File: config.mk
export PLATFORM = sky130hd
export DESIGN_NAME = vr_vc_converter
export DESIGN_NICKNAME = d
export VERILOG_FILES = /design/src/rtl/vc_link_pkg.sv /design/src/rtl/credit_counter.sv /design/src/rtl/vr_vc_converter.sv
export SDC_FILE = /design/constraint.sdc
export NUM_CORES = 1
export LEC_CHECK = 0
export BUFFER_PORTS_ARGS = -buffer_cell sky130_fd_sc_hd__clkbuf_2
export CAP_MARGIN = 10
export CORE_UTILIZATION = 35
export DETAILED_ROUTE_END_ITERATION = 8
export SYNTH_ARGS = -nofsm -noshare
export SYNTH_HDL_FRONTEND = slang
export SYNTH_HIERARCHICAL = 1
export SYNTH_SLANG_ARGS = --single-unit
File: constraint.sdc
create_clock -name clk -period 3 [get_ports clk]
set_clock_uncertainty 0.1 [all_clocks]
set_input_delay 0.6 -clock clk [delete_from_list [all_inputs] [get_ports clk]]
set_output_delay 0.6 -clock clk [all_outputs]
set_load 0.05 [all_outputs]
File: src/rtl/vc_link_pkg.sv
// Shared credit-link definitions. The sender and the receiving converter both
// import this so they agree on buffer depth and credit counter width.
package vc_link_pkg;

  localparam int DEFAULT_DATA_WIDTH = 8;
  localparam int DEFAULT_CREDIT_NUM = 2;

  function automatic int credit_cnt_width(input int n);
    return $clog2(n + 1);
  endfunction

endpackage

File: src/rtl/credit_counter.sv
// Saturating credit counter with a sticky overflow flag, shared by credit senders.
// The caller guarantees dec is only asserted while nonzero is high.
module credit_counter #(
  parameter int MAX = 2,
  parameter int W   = 2
) (
  input  logic         clk,
  input  logic         rst_n,
  input  logic         inc,
  input  logic         dec,
  output logic [W-1:0] cnt,
  output logic         nonzero,
  output logic         overflow_err
);

  logic full;

  assign full    = (cnt == W'(MAX));
  assign nonzero = (cnt != '0);

  // An excess credit is dropped rather than wrapping; the flag records it until reset.
  always_ff @(posedge clk) begin
    if (!rst_n) begin
      cnt          <= '0;
      overflow_err <= 1'b0;
    end else if (inc && !dec) begin
      if (full) overflow_err <= 1'b1;
      else      cnt          <= cnt + W'(1);
    end else if (dec && !inc) begin
      cnt <= cnt - W'(1);
    end
  end

endmodule

File: src/rtl/vr_vc_converter.sv
// Valid/ready to valid/credit sender: forwards each accepted beat as a registered
// one-cycle pulse, spending one credit per beat.
module vr_vc_converter
  import vc_link_pkg::*;
#(
  parameter  int DATA_WIDTH = DEFAULT_DATA_WIDTH,
  parameter  int CREDIT_NUM = DEFAULT_CREDIT_NUM,
  localparam int CNT_W      = credit_cnt_width(CREDIT_NUM)
) (
  input  logic                  clk,
  input  logic                  rst_n,
  input  logic [DATA_WIDTH-1:0] s_data_i,
  input  logic                  s_valid_i,
  output logic                  s_ready_o,
  output logic [DATA_WIDTH-1:0] m_data_o,
  output logic                  m_valid_o,
  input  logic                  m_credit_i,
  output logic [CNT_W-1:0]      credit_cnt_o,
  output logic                  credit_err_o
);

  logic send;
  logic have_credit;

  // Ready comes from the registered count only, so a returning credit takes
  // effect one cycle later and there is no m_credit_i -> s_ready_o path.
  assign s_ready_o = rst_n && have_credit;
  assign send      = s_valid_i && s_ready_o;

  credit_counter #(
    .MAX (CREDIT_NUM),
    .W   (CNT_W)
  ) u_credit_counter (
    .clk          (clk),
    .rst_n        (rst_n),
    .inc          (m_credit_i),
    .dec          (send),
    .cnt          (credit_cnt_o),
    .nonzero      (have_credit),
    .overflow_err (credit_err_o)
  );

  always_ff @(posedge clk) begin
    if (!rst_n) begin
      m_valid_o <= 1'b0;
      m_data_o  <= '0;
    end else begin
      m_valid_o <= send;
      if (send) m_data_o <= s_data_i;
    end
  end

endmodule

==> impl_metrics.ini <==
[timing]
slew_headroom = 0.743
final_hold_viol_count = 0
min_period_over_period = 0.705
rsz0062_at_grt = false
tns_ps = 0
tightestPinTransition_ps = 386
setup_viol = 0
period_needed_ps = 2110
slew_violations = 0
fmax_ghz = 0.473

[finish]
fillers = 138
area_growth_pct = 21.2
finalNonFillerCells = 95
drive_above_1_share = 0.363
n_antenna_cell = 0
final_nets = 94

[synthesis]
synth.area.top_cells = dfxtp_1 (46%), nand4_1 (9.5%), o21ai_1 (7.6%), nand2_1 (6.4%), buf_6 (4.3%)
ys_seq_elements = 12
synth_top_area_frac = 0.457
ys_seq_area_frac = 0.457
syn_nets = 70
yosysTopAreaCell = dfxtp_1
synthCells = 58
syn_area_per_cell_um2 = 9.06
ys_warn_count = 6
synth_cell_types = 20
syn-cell-area_um2 = 526

[hold_path]
hold_class = flop to flop
worst_hold_path.num_cells = 2
holdPathEnd = m_data_o[0]$_SDFFE_PN0P_
hp-start = m_data_o[0]$_SDFFE_PN0P_

[global_route]
grt_pass1_wl_mm = 1.39
antenna_found_initial = 0
grt_max_degree = 24
grt_usage = 0.133
grt_overflow_total = 0
grt_pass1_vias = 333

[clocking]
cts_tree = done
clock_latency_ps = 270
cts_hold_buf = 0
clkTransAtPathRegs_ps = 70
clk_path_buf_depth = 2
clock-sinks = 12
cts_buffers = 3
post_cts_buffers = 0
ctsHtreeMaxLevel = 1
root_buffer = clkbuf_4
cts_resized = 0

[critical_path]
worstSetupPathType = flop to primary output
rrSetupSlack_ps = 1330
end_kind = primary output
critPathMaxFanout = 12
r2r_end = u_credit_counter/cnt[0]$_SDFFE_PN0P_
r2r_start = u_credit_counter/cnt[0]$_SDFFE_PN0P_
cp.arrival_ps = 1410
crit_start = u_credit_counter/cnt[0]$_SDFFE_PN0P_
cp-start-kind = flop
reg2reg_depth = 4
required_ps = 2300

[routing]
dr.first_iter.drc_count = 7
wl_mm = 1.06
drtAntennaViolNets = 0
viasPerCell = 5.01
routedWlPerCell_um = 11.1
dr.pass1.iters = 4
vias = 476
drcViolationCount = 0

[pwr]
ir_drop_uv = 202
power.density_nw_per_um2 = 618
power_leakage_nw = 0.308

[placed_design]
gp_congestion = 0.755
dp.cells = 92
port_buffers = 24
dp_hpwl_um = 750

[run_status]
status = complete, no violations

[floorplanning]
pin_count = 25
dieArea_um2 = 1660
die_y_um = 40.8
die_w_um = 40.8
rows = 13
core_um2 = 1350
initial_core_util = 0.389

[flow_run]
cap_viol_max_count = 0
logic make-up after synthesis:
kind of cell	count (synthesis)	synth area share
AOI/OAI and AO/OA	11	0.117
and+or+nand+nor	27	0.286
buffers and inverters	6	0.102
DFF	12	0.457
muxes	2	0.0381
Yosys cell counts:
cell / n
a31oi_1: 1
and2_1: 2
and2b_1: 1
and3_1: 2
buf_2: 1
buf_4: 1
buf_6: 2
buf_8: 1
dfxtp_1: 12
inv_1: 1
mux2i_1: 2
nand2_1: 9
nand2b_1: 1
nand4_1: 8
nor2b_1: 2
nor2b_2: 1
o21ai_0: 1
o21ai_1: 8
o311a_1: 1
or2_2: 1
flip-flops by register name, summed over array words and instances, names as in the netlist:
name	flops
m_data_o	8
u_credit_counter/overflow_err	1
u_credit_counter/cnt	2
m_valid_o	1
how the worst max path moves through the flow:
| stage | endpoint | depth (start not counted) |
|---|---|---|
| after global routing | s_ready_o | 3 |
| final | s_ready_o | 3 |
| after CTS | s_ready_o | 3 |
| after floorplan | s_ready_o | 3 |
| after detailed placement | s_ready_o | 3 |
| after global placement | s_ready_o | 3 |
placed cells by master, fill, tap and decap left out, types with 2 or more instances in the layout:
master,n
nand2_1,9
nor2b_1,2
mux2i_1,2
clkbuf_4,3
dfxtp_1,12
nand4_1,8
o21ai_1,8
and2_1,2
clkbuf_2,24
and3_1,2
worst max-delay path, cell delays in order, from the launching register on:
cell and delay (ps):
dfxtp_1 340, or2_2 400, and2_1 170, clkbuf_2 230
routing by layer:
metal / routed length [µm] / global-route usage / vias up / share of wire
li1: - / - / 254 / -
met1: 526 / 0.177 / 207 / 0.50
met2: 465 / 0.183 / 13 / 0.44
met3: 49 / 0.0489 / 2 / 0.046
met4: 15 / 0.0750 / 0 / 0.014
met5: 0 / 0 / - / 0
final cells by class:
class                           instances  area [µm²]  area share
Sequential cell                        12         240       0.377
Inverter                                1        3.75     0.00589
Tap cell                               15        18.8      0.0295
Clock buffer                            3        22.5      0.0354
Timing Repair Buffer                   24         120       0.189
Multi-Input combinational cell         40         231       0.363
stage by stage:
stage | hold slack [ps] | power (mW) | worst slack [ps] | util | instance area, µm²
global placement | 337 | 0.300 | 923 | 0.455 | 614
CTS | 354 | 0.400 | 869 | 0.472 | 637
detailed placement | 343 | 0.302 | 910 | 0.455 | 614
floorplan | 564 | 0.282 | 859 | - | 526
finish | 347 | 0.393 | 886 | 0.472 | 637
global route | 365 | 0.417 | 807 | 0.472 | 637
where the power goes:
group          total, mW  switching (mW)  internal, mW
Clock             0.0963          0.0499        0.0464
Combinational      0.116          0.0857        0.0303
Sequential         0.181         0.00843         0.173
(Power assumes the default switching activity.)
